## config.mk

```make
export PLATFORM = sky130hd
export DESIGN_NAME = edge_event_arbiter
export DESIGN_NICKNAME = d
export VERILOG_FILES = /design/src/rtl/edge_event_arbiter.sv
export SDC_FILE = /design/constraint.sdc
export NUM_CORES = 1
export LEC_CHECK = 0
export CORE_ASPECT_RATIO = 1.25
export CORE_MARGIN = 2
export CORE_UTILIZATION = 49
export CTS_BUF_LIST = sky130_fd_sc_hd__clkbuf_16
export CTS_CLUSTER_DIAMETER = 60
export DETAILED_ROUTE_END_ITERATION = 7
export PLACE_DENSITY = 0.77
export SLEW_MARGIN = 20
export SYNTH_ARGS = -nofsm -noshare
export SYNTH_HDL_FRONTEND = slang
export SYNTH_SLANG_ARGS = --single-unit
```

## constraint.sdc

```tcl
create_clock -name clk -period 2.05 [get_ports clk]
set_input_delay 0.205 -clock clk [delete_from_list [all_inputs] [get_ports clk]]
set_output_delay 0.205 -clock clk [all_outputs]
set_load 0.05 [all_outputs]
```

## src/rtl/edge_event_arbiter.sv

```systemverilog
// Edge-event arbiter: detects level changes on N synchronous inputs, keeps one
// pending event per channel and hands events one at a time to a single consumer
// over valid/ready, picking among pending channels in round-robin order.
module edge_event_arbiter #(
    parameter int unsigned N    = 4,
    parameter int unsigned ID_W = 2
) (
    input  logic            clk,
    input  logic            rstn,
    input  logic [N-1:0]    in,
    output logic            evt_valid,
    input  logic            evt_ready,
    output logic [ID_W-1:0] evt_id,
    output logic            evt_level,
    output logic [N-1:0]    ovf,
    input  logic [N-1:0]    ovf_clr,
    output logic            busy
);

    typedef enum logic [0:0] {
        StIdle,
        StHold
    } state_e;

    state_e          state_q, state_d;

    logic [N-1:0]    in_d_q;
    logic [N-1:0]    pend_q, pend_d;
    logic [N-1:0]    lvl_q, lvl_d;
    logic [N-1:0]    ovf_q, ovf_d;
    logic [ID_W-1:0] ptr_q, ptr_d;

    logic            evt_valid_q, evt_valid_d;
    logic [ID_W-1:0] evt_id_q, evt_id_d;
    logic            evt_level_q, evt_level_d;

    logic [N-1:0]    edge_hit;
    logic [N-1:0]    upper_mask;
    logic [N-1:0]    pend_upper;
    logic [ID_W-1:0] win_idx;
    logic            load;
    logic [N-1:0]    consume;

    // Index of the lowest set bit; zero when the vector is empty.
    function automatic logic [ID_W-1:0] lowest_set(input logic [N-1:0] v);
        logic [ID_W-1:0] idx;
        idx = '0;
        for (int i = N - 1; i >= 0; i--) begin
            if (v[i]) begin
                idx = ID_W'(i);
            end
        end
        return idx;
    endfunction

    // XOR against the previous sample flags every level change.
    assign edge_hit = in ^ in_d_q;

    // Round-robin pick: lowest pending index at or above ptr, else wrap to the
    // lowest pending index overall. Only already-registered pend bits compete.
    always_comb begin
        for (int i = 0; i < N; i++) begin
            upper_mask[i] = (i >= int'(ptr_q));
        end
        pend_upper = pend_q & upper_mask;
        if (|pend_upper) begin
            win_idx = lowest_set(pend_upper);
        end else begin
            win_idx = lowest_set(pend_q);
        end
    end

    // Handshake FSM: decides when a new winner is loaded into the output slot.
    always_comb begin
        state_d     = state_q;
        evt_valid_d = evt_valid_q;
        evt_id_d    = evt_id_q;
        evt_level_d = evt_level_q;
        load        = 1'b0;

        unique case (state_q)
            StIdle: begin
                if (|pend_q) begin
                    load    = 1'b1;
                    state_d = StHold;
                end
            end
            StHold: begin
                // Output is frozen until the consumer takes it.
                if (evt_ready) begin
                    if (|pend_q) begin
                        load = 1'b1;  // back-to-back, no bubble
                    end else begin
                        evt_valid_d = 1'b0;
                        state_d     = StIdle;
                    end
                end
            end
            default: begin
                state_d = StIdle;
            end
        endcase

        if (load) begin
            evt_valid_d = 1'b1;
            evt_id_d    = win_idx;
            evt_level_d = lvl_q[win_idx];
        end
    end

    // Pointer advances past the winner whenever a winner is loaded.
    always_comb begin
        ptr_d = ptr_q;
        if (load) begin
            if (win_idx == ID_W'(N - 1)) begin
                ptr_d = '0;
            end else begin
                ptr_d = win_idx + ID_W'(1);
            end
        end
    end

    // Pending/level/overflow bookkeeping per channel.
    always_comb begin
        consume = '0;
        for (int i = 0; i < N; i++) begin
            consume[i] = load && (win_idx == ID_W'(i));
        end
        // A fresh edge on the channel being consumed re-arms it without overflow.
        pend_d = edge_hit | (pend_q & ~consume);
        lvl_d  = (edge_hit & in) | (~edge_hit & lvl_q);
        // Overflow set dominates a coincident clear.
        ovf_d  = (edge_hit & pend_q & ~consume) | (ovf_q & ~ovf_clr);
    end

    // Input history register for edge detection.
    always_ff @(posedge clk or negedge rstn) begin
        if (!rstn) begin
            in_d_q <= '0;
        end else begin
            in_d_q <= in;
        end
    end

    // Per-channel pending, captured level and sticky overflow state.
    always_ff @(posedge clk or negedge rstn) begin
        if (!rstn) begin
            pend_q <= '0;
            lvl_q  <= '0;
            ovf_q  <= '0;
        end else begin
            pend_q <= pend_d;
            lvl_q  <= lvl_d;
            ovf_q  <= ovf_d;
        end
    end

    // FSM state and round-robin pointer.
    always_ff @(posedge clk or negedge rstn) begin
        if (!rstn) begin
            state_q <= StIdle;
            ptr_q   <= '0;
        end else begin
            state_q <= state_d;
            ptr_q   <= ptr_d;
        end
    end

    // Registered output event slot.
    always_ff @(posedge clk or negedge rstn) begin
        if (!rstn) begin
            evt_valid_q <= 1'b0;
            evt_id_q    <= '0;
            evt_level_q <= 1'b0;
        end else begin
            evt_valid_q <= evt_valid_d;
            evt_id_q    <= evt_id_d;
            evt_level_q <= evt_level_d;
        end
    end

    assign evt_valid = evt_valid_q;
    assign evt_id    = evt_id_q;
    assign evt_level = evt_level_q;
    assign ovf       = ovf_q;
    assign busy      = (|pend_q) | evt_valid_q;

endmodule

```

---- Word level (Yosys, flattened, before mapping) ----
Index checks and enable logic that the tools add are counted.
word-level totals
  register bits after elaboration ......... 23
  input bits .............................. 11
  output and inout bits ................... 9
  word-level logic and storage cells ...... 65
cells by class
  $add $sub $neg .......................... 1
  order comparisons ....................... 4
  equal/unequal tests ..................... 4
  multiplexer cells ....................... 21
  bitwise logic cells ..................... 16
  reductions and logical operators ........ 10
operator list
  operator                                            count
  bitwise AND 4 bit                                   7
  2-to-1 mux 2 bit                                    10
  inverter 4 bit                                      3
  OR 4 bit                                            3
  2-to-1 mux 1 bit                                    8
  OR reduction 4 bit                                  2
  == test 2 bit, second input constant                2
  >= comparator 1 x 2 -> 1 bit, first input constant  2
  logical AND 1 bit                                   4
  case mux 1 bit (2 select lines)                     2
  nonzero test 2 bit                                  2
  XOR 4 bit                                           1
  < comparator 2 x 3 -> 1 bit, second input constant  1
  AND reduction 3 bit                                 1
  adder 2 x 1 -> 2 bit, second input constant         1
  binary-select mux 1 bit (select 2 bit)              1
  == test 2 x 1 -> 1 bit, second input constant       1
  >= comparator 2 bit, first input constant           1
  logical NOT 2 bit                                   1
  inequality test 2 bit, second input constant        1
  inverter 1 bit                                      1
  OR 1 bit                                            1

---- Longest topological paths before layout ----
  word-level depth ........................ 12
  depth in mapped cells ................... 8
  depth with buffers taken out ............ 8

---- Least setup slack after synthesis ----
No wires, ideal clock.
  path type ............................... register to register
  start ................................... register pend_q[0]
  end ..................................... register evt_valid_q, in the netlist evt_valid
  library setup time ...................... 0.129 ns
  data arrival time ....................... 1.448 ns
  data required time ...................... 1.921 ns
  slack ................................... 0.473 ns
  stages on the path, launching flop included .. 4
  path buffers ............................ 0
  period minus slack after synthesis ...... 1.577 ns
  cells stage by stage .................... dfrtp_1 > nor4_1 > nand2b_1 > a21boi_0
between the ends
  longest elaborated chain between the ends .. 6
  elaborated cells on any way between the ends .. 9
  those cells by class .................... eq/ne (1); mux (4); reduce/logical (4)
RTL lines
  item                                                                                 line    source
  start: declaration                                                                   28      logic [N-1:0] pend_q, pend_d;
  start signal: assignment                                                             152     pend_q <= pend_d;
  OR reduction 4 bit *                                                                 83, 91
  2-to-1 mux 1 bit                                                                     83, 91
  2-to-1 mux 1 bit                                                                     90      if (evt_ready) begin
  case mux 1 bit (2 select lines)                                                      81      unique case (state_q)
  inequality test 2 bit (no source line) / nonzero test 2 bit (equally long branches)  --
  AND reduction 3 bit (no source line)                                                 --
  end signal: assignment                                                               176     evt_valid_q <= evt_valid_d;
  end: declaration                                                                     33      logic evt_valid_q, evt_valid_d;
Every way passes the cells marked *; elsewhere a longest branch is shown, timed or not.
A chain may end at the register's enable or synchronous reset.

---- Worst setup path in the final report ----
  start ................................... register pend_q[3]
  end ..................................... register ovf_q[0], in the netlist ovf[0]
between the ends
  longest elaborated chain between the ends .. 11
  elaborated cells on any way between the ends .. 20
  those cells by class .................... mux (12); bitwise (4); reduce/logical (4)
RTL lines
  item                            line  source
  bitwise AND 4 bit               65    pend_upper = pend_q & upper_mask;
  2-to-1 mux 2 bit (4 in series)  49    if (v[i]) begin
  2-to-1 mux 2 bit *              66    if (|pend_upper) begin
  via win_idx[1]                  40    logic [ID_W-1:0] win_idx;
  logical NOT 2 bit *             127   consume[i] = load && (win_idx == ID_W'(i));
  logical AND 1 bit *             127
  inverter 4 bit *                133   ovf_d = (edge_hit & pend_q & ~consume) | (ovf_q & ~ovf_clr);
  bitwise AND 4 bit *             133
  OR 4 bit *                      133
  via ovf_d[0]                    30    logic [N-1:0] ovf_q, ovf_d;
  end signal: assignment          154   ovf_q <= ovf_d;
  end: declaration                30
Mark *: on every way through the listed nets, which the timed path passes. The rest lies on a longest branch.

==> impl_metrics.yaml <==
power:
  peakVddDrop_v: 0.000792
  power_leakage_nw: 0.608
  power.density_mw_per_mm2: 1540
route:
  firstDrtPassIters: 4
  routedWlPerCell_um: 13.7
  vias: 788
  post-route-drc-count: 0
  drt_wl_total_um: 1990
  drt_iter0_markers: 17
  ant_nets: 0
  viasPerCell: 5.43
cts:
  clockBufferDepth: 2
  post-cts-setup-buffers: 0
  cts_tree: "yes"
  cts_made_buffers: 3
  clock_latency_ps: 250
  hold_buffers: 0
  clkTransAtPathRegs_ps: 60
  htreeDepth: 1
  cts_root_buffer: "clkbuf_16"
  clkSinkCount: 23
  cts.repair.resized: 0
sta:
  finalMaxSlewViolations: 0
  worst_pin_slew_ps: 508
  fin_crit_ps: 1870
  hold_ws_ps: 300
  clock_skew_ps: 3.02
  fin_tns_setup_ps: 0
  max_freq_ghz: 0.536
  setup_viol: 0
  max_slew_margin_pct: 65.8
  rsz0062_at_grt: "no"
  final_hold_viol_count: 0
  period_share_pct: 91.0
place:
  gp_congestion: 0.754
  dp.cells: 141
  hpwl_um: 1470
  port_buffers: 19
setup_path:
  cp-start-kind: "register"
  crit_path_end_kind: "register"
  cpPeakStageDelay_ps: 450
  crit_path_frequent_cell: "nand2_1"
  r2r_cells: 8
  crit_required_ps: 2180
  timing.rr.end: "ovf[0]"
  path_max_fanout: 7
  path_delay_family: "simple AND/OR/NAND/NOR gates"
  crit_arrival_ps: 2000
  worstPathCellList: "nand2b_1, a211oi_1, nor2_1, inv_1, ha_1, nand2_1, nand2_1, o22ai_2"
  reg2reg_from: "pend_q[3]"
  cp_num_buf_inv: 1
  crit_type: "register to register"
  reg2reg_slack_ps: 180
  cp_slowest_cell: "dfrtp_1"
synthesis:
  synth_area_leaders: "dfrtp_1 (54%), nand2_1 (9.5%), ha_1 (4.7%)"
  synth_top_area_share_pct: 53.9
  synth-seq-cells: 23
  synth_cell_type_count: 24
  yosys_warnings: 0
  netlist_area_sq_mm: 0.00107
  yosysSeqAreaShare_pct: 53.9
  synth_top_area_cell: "dfrtp_1"
  syn_area_per_cell_sq_um: 10.5
  netlist_instances: 102
  synth_nets: 117
floorplan:
  io_pins: 20
  floorplan.initialDensity_pct: 52.7
  die_area_sq_mm: 0.00257
  rows: 18
  die_y_um: 56.2
  die_w_um: 45.7
  core-area_sq_mm: 0.00203
hold_path:
  hold_path.class: "input pin to asynchronous set/reset pin"
grt:
  grt_antenna_before_repair: 0
  first_global_vias: 822
  grt_pass1_wl_um: 3620
  overflow: 0
  grt_max_degree: 24
  grtUsageTotal_pct: 19.3
final_layout:
  area_growth_pct: 27.0
  post-route-util_pct: 66.9
  fillerInstances: 155
  nNetsFinal: 141
  final_cells: 145
  antennaDiodeCount: 0
  drive_gt1_share_pct: 8.00
run_status:
  outcome: "completed"
flow_run:
  cap_violations: 0
[logic make-up (layout without fill, tap and decap cells)]
| family | after synthesis | count (layout) | share of synthesized area [%] |
|---|---|---|---|
| flops | 23 | 23 | 53.9 |
| mux | 3 | 3 | 2.81 |
| fa+ha+maj | 4 | 4 | 4.69 |
| xor+xnor | 4 | 4 | 3.28 |
| compound gates | 16 | 16 | 12.8 |
| buf+inv | 7 | 30 | 3.17 |
| simple gates | 45 | 45 | 19.3 |
[metal layers]
layer / share of wire, % / global-route usage, % / wire length, um / vias to the layer above
li1: - / - / - / 387
met1: 43 / 24.8 / 846 / 372
met2: 51 / 30.4 / 1020 / 24
met3: 4.2 / 2.92 / 84 / 5
met4: 2.2 / 9.80 / 44 / 0
met5: 0 / 0 / 0 / -
[synthesized netlist by cell type]
| cell type | number |
|---|---|
| xnor2_1 | 4 |
| o21ai_0 | 6 |
| o311ai_1 | 1 |
| a211oi_1 | 1 |
| or4_1 | 1 |
| nor2b_1 | 1 |
| nor4_1 | 1 |
| ha_1 | 4 |
| a221oi_4 | 1 |
| inv_1 | 6 |
| nand2_1 | 27 |
| o22ai_2 | 3 |
| nand2b_1 | 4 |
| o22ai_1 | 1 |
| buf_6 | 1 |
| o21a_1 | 1 |
| and2_4 | 1 |
| nor3b_1 | 1 |
| nor2_1 | 7 |
| dfrtp_1 | 23 |
| a21oi_1 | 1 |
| nor4b_1 | 2 |
| a21boi_0 | 1 |
| mux2i_1 | 3 |
[where the power goes]
group | internal (W) | leakage (nW) | switching (W)
Combinational | 0.000373 | 0.313 | 0.000586
Clock | 0.000260 | 0.0423 | 0.000150
Sequential | 0.000588 | 0.253 | 0.000136
Total | 0.00122 | 0.608 | 0.000872
[worst reg2reg max path: cells and delay by family (launching register included)]
| family | cells | cell delay, ps |
|---|---|---|
| and+or+nand+nor | 4 | 510 |
| AOI/OAI and AO/OA | 2 | 500 |
| DFF | 1 | 450 |
| adders and majority gates | 1 | 140 |
| buffers and inverters | 1 | 130 |
[layout by cell type, fill, tap and decap left out, drive strengths merged]
cell	count
nand2	27
dfrtp	23
clkdlybuf4s50	18
inv	7
nor2	7
o21ai	6
nand2b	4
xnor2	4
ha	4
o22ai	4
mux2i	3
clkbuf	3
nor4b	2
buf	2
nor2b	1
a21oi	1
a221oi	1
nor3b	1
a211oi	1
or4	1
and2	1
nor4	1
a21boi	1
o311ai	1
o21a	1
[through the flow]
| stage | setup slack (ps) | total power [W] | area, sq um |
|---|---|---|---|
| floorplan | 473 | 0.00140 | 1070 |
| global placement | 242 | 0.00167 | 1280 |
| detailed placement | 234 | 0.00169 | 1280 |
| CTS | 221 | 0.00210 | 1360 |
| global route | 44.2 | 0.00222 | 1360 |
| finish | 184 | 0.00209 | 1360 |
[how the worst max path moves through the flow]
stage	slack (ps)	end	from	depth (start not counted)
3_5_place_dp	230	ovf[1]	pend_q[3]	8
2_1_floorplan	470	evt_valid	pend_q[0]	3
5_1_grt	40	ovf[0]	pend_q[3]	8
4_1_cts	220	ovf[0]	pend_q[3]	8
6_report	180	ovf[0]	pend_q[3]	8
3_3_place_gp	240	ovf[0]	pend_q[3]	8
[final cells by class]
class | count | area [sq um] | share of cell area, %
inverter | 6 | 22.5 | 1.66
clock inverter | 1 | 3.75 | 0.277
multi-input combinational | 72 | 458 | 33.8
timing repair buffer | 20 | 195 | 14.4
tap | 20 | 25.0 | 1.85
sequential | 23 | 576 | 42.5
clock buffer | 3 | 75.1 | 5.54
Power figures use the tool's default switching activity.
